File: src/rtl/bsg_wormhole_concentrator_arbiter.sv
// Packet-atomic round-robin arbiter merging num_in_p wormhole flit streams onto one link.
// Bufferless: the selected input's valid/data/ready pass combinationally; a header with len != 0 locks the output.
module bsg_wormhole_concentrator_arbiter #(
    parameter int num_in_p     = 4,
    parameter int flit_width_p = 32,
    parameter int cord_width_p = 5,
    parameter int len_width_p  = 3,
    localparam int lg_num_in_lp = (num_in_p > 1) ? $clog2(num_in_p) : 1
) (
    input  logic                             clk_i,
    input  logic                             reset_i,
    input  logic [num_in_p-1:0]              v_i,
    input  logic [num_in_p*flit_width_p-1:0] data_i,
    output logic [num_in_p-1:0]              ready_and_o,
    output logic                             v_o,
    output logic [flit_width_p-1:0]          data_o,
    input  logic                             ready_and_i,
    output logic [lg_num_in_lp-1:0]          grant_o,
    output logic                             locked_o
);

    // Handshake: a flit moves on input k when v_i[k] & ready_and_o[k]; on the output when v_o & ready_and_i.
    typedef enum logic {IDLE, LOCKED} state_e;

    state_e                  state_r, state_n;
    logic [lg_num_in_lp-1:0] rr_ptr_r, rr_ptr_n;
    logic [lg_num_in_lp-1:0] owner_r, owner_n;
    logic [len_width_p-1:0]  remain_r, remain_n;

    logic [lg_num_in_lp-1:0] sel;
    logic                    found;
    logic [lg_num_in_lp-1:0] cur;
    logic                    hs;
    logic [len_width_p-1:0]  hdr_len;

    function automatic logic [lg_num_in_lp-1:0] wrap_idx(input logic [lg_num_in_lp-1:0] base,
                                                         input int off);
        int s;
        s = (int'(base) + off) % num_in_p;
        return lg_num_in_lp'(s);
    endfunction

    // Round-robin search starting at rr_ptr_r; defaults to input 0 when nobody requests.
    always_comb begin
        found = 1'b0;
        sel   = '0;
        for (int i = 0; i < num_in_p; i++) begin
            if (!found && v_i[wrap_idx(rr_ptr_r, i)]) begin
                found = 1'b1;
                sel   = wrap_idx(rr_ptr_r, i);
            end
        end
    end

    assign cur = (state_r == LOCKED) ? owner_r : sel;

    // Outputs are forced quiet while reset is held so the async reset takes effect at once.
    always_comb begin
        v_o         = 1'b0;
        ready_and_o = '0;
        grant_o     = '0;
        data_o      = data_i[flit_width_p-1:0];
        if (!reset_i) begin
            grant_o = cur;
            v_o     = v_i[cur];
            for (int k = 0; k < num_in_p; k++) begin
                if (cur == lg_num_in_lp'(k)) begin
                    data_o = data_i[k*flit_width_p +: flit_width_p];
                end
            end
            if ((state_r == LOCKED) || found) begin
                ready_and_o[cur] = ready_and_i;
            end
        end
    end

    assign locked_o = (state_r == LOCKED);
    assign hs       = v_o & ready_and_i;
    assign hdr_len  = data_o[cord_width_p +: len_width_p];

    always_comb begin
        state_n  = state_r;
        rr_ptr_n = rr_ptr_r;
        owner_n  = owner_r;
        remain_n = remain_r;
        case (state_r)
            IDLE: begin
                if (hs) begin
                    if (hdr_len != '0) begin
                        state_n  = LOCKED;
                        owner_n  = sel;
                        remain_n = hdr_len;
                    end else begin
                        rr_ptr_n = wrap_idx(sel, 1);
                    end
                end
            end
            LOCKED: begin
                if (hs) begin
                    remain_n = remain_r - 1'b1;
                    if (remain_r == len_width_p'(1)) begin
                        state_n  = IDLE;
                        rr_ptr_n = wrap_idx(owner_r, 1);
                    end
                end
            end
            default: state_n = IDLE;
        endcase
    end

    always_ff @(posedge clk_i or posedge reset_i) begin
        if (reset_i) begin
            state_r  <= IDLE;
            rr_ptr_r <= '0;
            owner_r  <= '0;
            remain_r <= '0;
        end else begin
            state_r  <= state_n;
            rr_ptr_r <= rr_ptr_n;
            owner_r  <= owner_n;
            remain_r <= remain_n;
        end
    end

`ifndef SYNTHESIS
    a_ready_onehot0: assert property (@(posedge clk_i) disable iff (reset_i)
        $onehot0(ready_and_o));
    a_ready_owner_only: assert property (@(posedge clk_i) disable iff (reset_i)
        (state_r == LOCKED) |-> ((ready_and_o & ~(num_in_p'(1) << owner_r)) == '0));
`endif

endmodule

File: config.mk
export PLATFORM = sky130hd
export DESIGN_NAME = bsg_wormhole_concentrator_arbiter
export DESIGN_NICKNAME = d
export VERILOG_FILES = /design/src/rtl/bsg_wormhole_concentrator_arbiter.sv
export SDC_FILE = /design/constraint.sdc
export NUM_CORES = 1
export LEC_CHECK = 0
export BUFFER_PORTS_ARGS = -buffer_cell sky130_fd_sc_hd__buf_2
export CORE_MARGIN = 1
export CORE_UTILIZATION = 37
export CTS_BUF_LIST = sky130_fd_sc_hd__clkbuf_8
export DETAILED_ROUTE_END_ITERATION = 8
export GPL_TIMING_DRIVEN = 0
export PLACE_DENSITY_LB_ADDON = 0.15
export REMOVE_ABC_BUFFERS = 1
export SLEW_MARGIN = 10
export SYNTH_ARGS = -nofsm -noshare
export SYNTH_HDL_FRONTEND = slang
export SYNTH_SLANG_ARGS = --single-unit
File: constraint.sdc
create_clock -name clk_i -period 3.47 [get_ports clk_i]
set_input_delay 0.347 -clock clk_i [delete_from_list [all_inputs] [get_ports clk_i]]
set_output_delay 0.347 -clock clk_i [all_outputs]
set_load 0.1 [all_outputs]
## Word-level counts from Yosys, hierarchy flattened

Cells that the tools add are included.

| word-level totals | value |
|---|---|
| register bits after elaboration | 8 |
| latch bits | 0 |
| memory bits (writable) | 0 |
| ROM bits | 0 |
| input bits | 135 |
| output and inout bits | 40 |
| memories | 0 |

| cells by class | value |
|---|---|
| add/sub/neg operators | 6 |
| multipliers | 0 |
| divide/modulo/power cells | 0 |
| magnitude comparators | 6 |
| eq/ne operators | 9 |
| shift-type cells | 0 |
| muxes and demuxes | 43 |
| bitwise operators | 3 |
| reduce and logical (&&, ||, !) cells | 12 |

Operators by type and width:

| kind | count |
|---|---|
| two-way mux 32 bit | 4 |
| two-way mux 2 bit | 10 |
| < comparator 2 x 3 -> 1 bit (second input constant) | 5 |
| two-way mux 1 bit | 15 |
| binary-select mux 1 bit (select 2 bit) | 5 |
| two-way mux 3 bit | 3 |
| two-way mux 4 bit | 2 |
| adder 2 x 1 -> 2 bit (second input constant) | 3 |
| inequality test 2 bit (second input constant) | 3 |
| case mux 3 bit (2 select lines) | 1 |
| AND reduction 3 bit | 2 |
| adder 2 bit (second input constant) | 2 |
| bitwise AND 4 bit | 1 |
| equality test 2 bit (second input constant) | 2 |
| logical AND 1 bit | 4 |
| inequality test 2 x 1 -> 1 bit (second input constant) | 2 |
| case mux 2 bit (2 select lines) | 1 |
| AND reduction 4 bit | 1 |
| equality test 3 x 1 -> 1 bit (second input constant) | 1 |
| logical NOT 1 bit | 3 |
| nonzero test 3 bit | 1 |
| subtractor 3 x 1 -> 3 bit (second input constant) | 1 |
| demux 1 bit (select 2 bit) | 1 |
| equality test 2 x 1 -> 1 bit (second input constant) | 1 |
| other kinds (5) | 5 |

## Depth between registers and ports, before layout

| logic depth | value |
|---|---|
| depth after elaboration | 22 |
| depth in mapped cells | 13 |
| gate-level depth less buffers | 11 |

## Worst setup path before layout

No wires, ideal clock.

| path | value |
|---|---|
| path kind | flip-flop to output port |
| start point | reg state_r (netlist: locked_o) |
| end point | out data_o[11] |
| arrival | 5,002 ps |
| data required time | 3,123 ps |
| path slack | -1,879 ps |
| stages on the path, launching flop included | 13 |
| buffers on the path | 3 |
| cells stage by stage | dfrtp_1 -> clkbuf_1 -> nand2_1 -> o41ai_2 -> ha_1 -> clkbuf_1 -> clkbuf_1 -> mux2i_1 -> nor2_1 -> a21oi_1 -> nor2_1 -> a21oi_1 -> o21ai_0 |

| between the ends | value |
|---|---|
| word-level cells in the longest chain between the ends | 6 |
| elaborated cells between the ends (all ways) | 8 |
| those cells by class | eq/ne (3); mux (5) |

RTL lines:

| what | RTL line | RTL |
|---|---|---|
| start: declaration | 25 | `state_e state_r, state_n;` |
| start signal: assignment | 118 | `state_r <= state_n;` |
| two-way mux 2 bit (*) | 55 | `assign cur = (state_r == LOCKED) ? owner_r : sel;` |
| equality test 2 x 1 -> 1 bit | 67 | `if (cur == lg_num_in_lp'(k)) begin` |
| two-way mux 32 bit (2 in series) | 67 |  |
| two-way mux 32 bit (*) | 67 |  |
| two-way mux 32 bit (*) | 63 | `if (!reset_i) begin` |
| end: declaration | 16 | `output logic [flit_width_p-1:0] data_o,` |

Mark *: on every way between the ends. The rest lies on a longest branch, timed or not.

## Worst setup path in the final report

| path | value |
|---|---|
| start point | reg rr_ptr_r[0] |
| end point | reg owner_r[0] |

| between the ends | value |
|---|---|
| word-level cells in the longest chain between the ends | 20 |
| elaborated cells between the ends (all ways) | 38 |
| those cells by class | add/sub (3); eq/ne (3); mux (23); bitwise (1); reduce/logical (8) |

RTL lines:

| what | RTL line | RTL |
|---|---|---|
| start: declaration | 26 | `logic [lg_num_in_lp-1:0] rr_ptr_r, rr_ptr_n;` |
| start signal: assignment | 119 | `rr_ptr_r <= rr_ptr_n;` |
| branches (longest 11 deep; another with adder 2 x 1 -> 2 bit) | n/a |  |
| two-way mux 2 bit (*) | 48 | `if (!found && v_i[wrap_idx(rr_ptr_r, i)]) begin` |
| two-way mux 2 bit | 55 |  |
| equality test 2 x 1 -> 1 bit | 67 |  |
| two-way mux 32 bit (3 in series) | 67 |  |
| two-way mux 32 bit | 63 |  |
| nonzero test 3 bit | 89 | `if (hdr_len != '0) begin` |
| AND reduction 3 bit (no line) | n/a |  |
| end signal: assignment | 120 | `owner_r <= owner_n;` |
| end: declaration | 27 | `logic [lg_num_in_lp-1:0] owner_r, owner_n;` |

Every way passes the cells marked *. The select of a mux whose other input is x is not followed.
A chain may end at the register's enable or synchronous reset.

==> flow_metrics.py <==
metrics = {
    "floorplan": {
        "die_h_um": 78,
        "start_util": 0.386,
        "design.die.area_mm2": 0.00608,
        "rows": 27,
        "top_level_ports": 175,
        "coreArea_mm2": 0.00554,
        "die_x_um": 78,
    },
    "logic_synthesis": {
        "ys_async_sr_fraction": 1.00,
        "synth_flop_cell": "dfrtp_1",
        "synth_cell_types": 49,
        "synth-seq-cells": 8,
        "synth_most_common_cell": "nor2_1",
        "synthCells": 342,
        "yosys_warnings": 0,
        "ys_top_cells_by_area": "a21oi_1 (15%), mux2i_1 (14%), nor2_1 (11%)",
        "syn_area_mm2": 0.00214,
        "netlist_top_cells_count": "nor2_1 (65), a21oi_1 (64), nand2_1 (35)",
        "synth_top_area_cell": "a21oi_1",
        "synth.avg_cell_area_um2": 6.25,
        "seq_area_frac_synth": 0.0937,
        "synth-edff-count": 0,
        "synth_top_area_share": 0.150,
    },
    "setup_path": {
        "cp_top_family": "simple AND/OR/NAND/NOR gates",
        "crit_chain": "nand2_1 > a311o_1 > nand3_4 > inv_2 > ha_4 > buf_12 > or4_4 > a21oi_2 > a221oi_2 > or3_1 > and4_4 > mux2_4",
        "worstPathArrival_ps": 3500,
        "crit_path_top_delay_cell": "or4_4",
        "worst_r2r_endpoint": "owner_r[0]",
        "r2r_start": "rr_ptr_r[0]",
        "worstSetupStartpointType": "flip-flop",
        "rr_worst_depth": 12,
        "crit_type": "flip-flop to flip-flop",
        "critPathMaxStageDelay_ps": 530,
        "path_buf_inv": 2,
        "rrSetupSlack_ps": 70,
        "critPathRequiredTime_ps": 3580,
        "crit_fanout": 42,
        "worst_setup_path_end_kind": "flip-flop",
    },
    "timing": {
        "hold_viol_final": 0,
        "worstMarginPinSlew_ps": 1020,
        "clock_skew_ps": 5.11,
        "maxSlewViolCount": 0,
        "max_freq_mhz": 295,
        "fin_hold_ws_ps": 499,
        "finalSetupViolCount": 0,
        "finalCriticalPeriod_ps": 3400,
        "post-route-period-util": 0.978,
        "relSlewSlack": 0.320,
    },
    "placed_design": {
        "dp_cells": 563,
        "gp_congestion": 0.867,
        "io_buffers": 174,
        "dpl.hpwl_um": 5690,
    },
    "final_layout": {
        "layout-drive-gt1-share": 0.441,
        "nFillCells": 530,
        "area_growth_syn_to_layout_pct": 54.0,
        "final_cells": 582,
        "antenna_cells": 0,
        "layout.nets": 654,
    },
    "power": {
        "ir_worst_vdd_v": 0.000928,
        "leakage_nw": 1.66,
        "power_density_mw_per_mm2": 1260,
    },
    "global_routing": {
        "grt_pass1_wl_um": 12200,
        "track_usage": 0.242,
        "grt_start_max_net_pins": 65,
        "grt_overflow": 0,
        "grt_pass1_vias": 2803,
        "grt_antenna_before_repair": 0,
    },
    "drt": {
        "drt_iter0_drc": 109,
        "wire_per_inst_um": 13.6,
        "first_pass_iters": 4,
        "final_antenna_net_count": 0,
        "vias": 3018,
        "viasPerCell": 5.19,
        "drcViolationCount": 0,
        "wirelength_um": 7940,
    },
    "cts": {
        "cts_buffers": 3,
        "root_buffer": "clkbuf_8",
        "clock_latency_ps": 230,
        "clkTransAtPathRegs_ps": 40,
        "clockBufferDepth": 2,
        "htree_levels": 1,
        "cts.sinks": 8,
        "cts_hold_buf": 0,
        "cts_tree": "yes",
    },
    "flow_run": {
        "cap_violations": 0,
    },
    "min_path": {
        "min_from": "remain_r[1]",
        "holdCritPathClass": "flip-flop to flip-flop",
        "min_to": "remain_r[1]",
        "min_path_cells": 1,
    },
    "status": {
        "status": "complete, no violations",
    },
}
final cells by class:
cell class	instances	area (µm²)	share of cell area
Clock buffer	3	41.3	0.0125
Multi-Input combinational cell	298	1870	0.568
Tap cell	72	90.1	0.0274
Sequential cell	8	204	0.0620
Inverter	9	33.8	0.0103
Timing Repair Buffer	192	1050	0.320
flip-flops by register name (all words and copies together), names as in the netlist:
signal and count:
owner_r 2, remain_r 3, rr_ptr_r 2, locked_o 1
routing by layer:
metal | up-vias | global-route usage | part of all wire
met5 | - | 0 | 0
met4 | 0 | 0.0519 | 0.014
met3 | 9 | 0.0541 | 0.068
met2 | 115 | 0.462 | 0.52
met1 | 1343 | 0.269 | 0.40
li1 | 1551 | - | -
per-stage QoR:
step	setup TNS (ps)	setup WS [ps]	power, mW	utilization	instance area, µm²
finish	0	74.7	4.14	0.594	3290
global placement	-38370	-1350	3.64	0.536	2970
floorplan	-75600	-2170	3.08	-	2010
detailed placement	-6400	-521	3.71	0.545	3020
global route	-75.1	-32.9	4.42	0.594	3290
CTS	0	15.4	4.01	0.572	3170
cell usage in the layout, fill, tap and decap left out, types with 2 or more instances in the layout:
| master | Yosys | layout |
|---|---|---|
| o21ai_0 | 22 | 22 |
| nor3b_1 | 2 | 2 |
| mux2_4 | 2 | 2 |
| dfrtp_1 | 8 | 5 |
| nor3_1 | 4 | 4 |
| dfrtp_2 | 0 | 3 |
| a31oi_1 | 4 | 4 |
| clkbuf_8 | 0 | 3 |
| clkbuf_4 | 0 | 8 |
| o221a_2 | 2 | 2 |
| a21oi_2 | 1 | 2 |
| nand3_1 | 6 | 5 |
| nor2b_1 | 2 | 2 |
| buf_12 | 1 | 2 |
| a21o_1 | 2 | 2 |
| mux2_1 | 2 | 2 |
| inv_2 | 3 | 3 |
| nand2b_1 | 6 | 5 |
| ha_4 | 0 | 3 |
| and2_1 | 5 | 5 |
| inv_1 | 6 | 6 |
| mux2i_1 | 30 | 30 |
| buf_4 | 0 | 17 |
| nor2_1 | 65 | 65 |
| nand2_1 | 35 | 35 |
| a21oi_1 | 64 | 63 |
| nand4_1 | 4 | 4 |
| buf_2 | 1 | 165 |
| o21ai_1 | 11 | 11 |
| ha_1 | 7 | 3 |
| and3_1 | 2 | 2 |
kinds of logic after synthesis:
| family | after synthesis | share of synthesized area |
|---|---|---|
| AOI/OAI and AO/OA | 117 | 0.319 |
| adders and majority gates | 7 | 0.0410 |
| muxes | 35 | 0.176 |
| buffers and inverters | 36 | 0.0749 |
| and+or+nand+nor | 139 | 0.296 |
| DFF | 8 | 0.0937 |
how the worst max path moves through the flow:
stage,start,endpoint,slack (ps),depth (start not counted)
6_report,rr_ptr_r[0],owner_r[0],70,12
5_1_grt,rr_ptr_r[0],data_o[23],-30,12
4_1_cts,rr_ptr_r[0],owner_r[0],20,12
3_5_place_dp,rr_ptr_r[0],owner_r[1],-520,12
3_3_place_gp,v_i[3],owner_r[0],-1350,10
2_1_floorplan,locked_o,data_o[11],-2170,8
what timing repair did:
action                     4_1_cts  5_1_grt
buffers inserted                 5       11
setup endpoints to repair       40       34
gates resized for setup         12       12
pin swaps                        3        5
power breakdown:
| part | total [mW] | internal (mW) | switching [mW] |
|---|---|---|---|
| clock network | 0.109 | 0.0749 | 0.0341 |
| logic | 3.82 | 1.11 | 2.71 |
| registers | 0.204 | 0.140 | 0.0647 |
(Power assumes the default switching activity.)
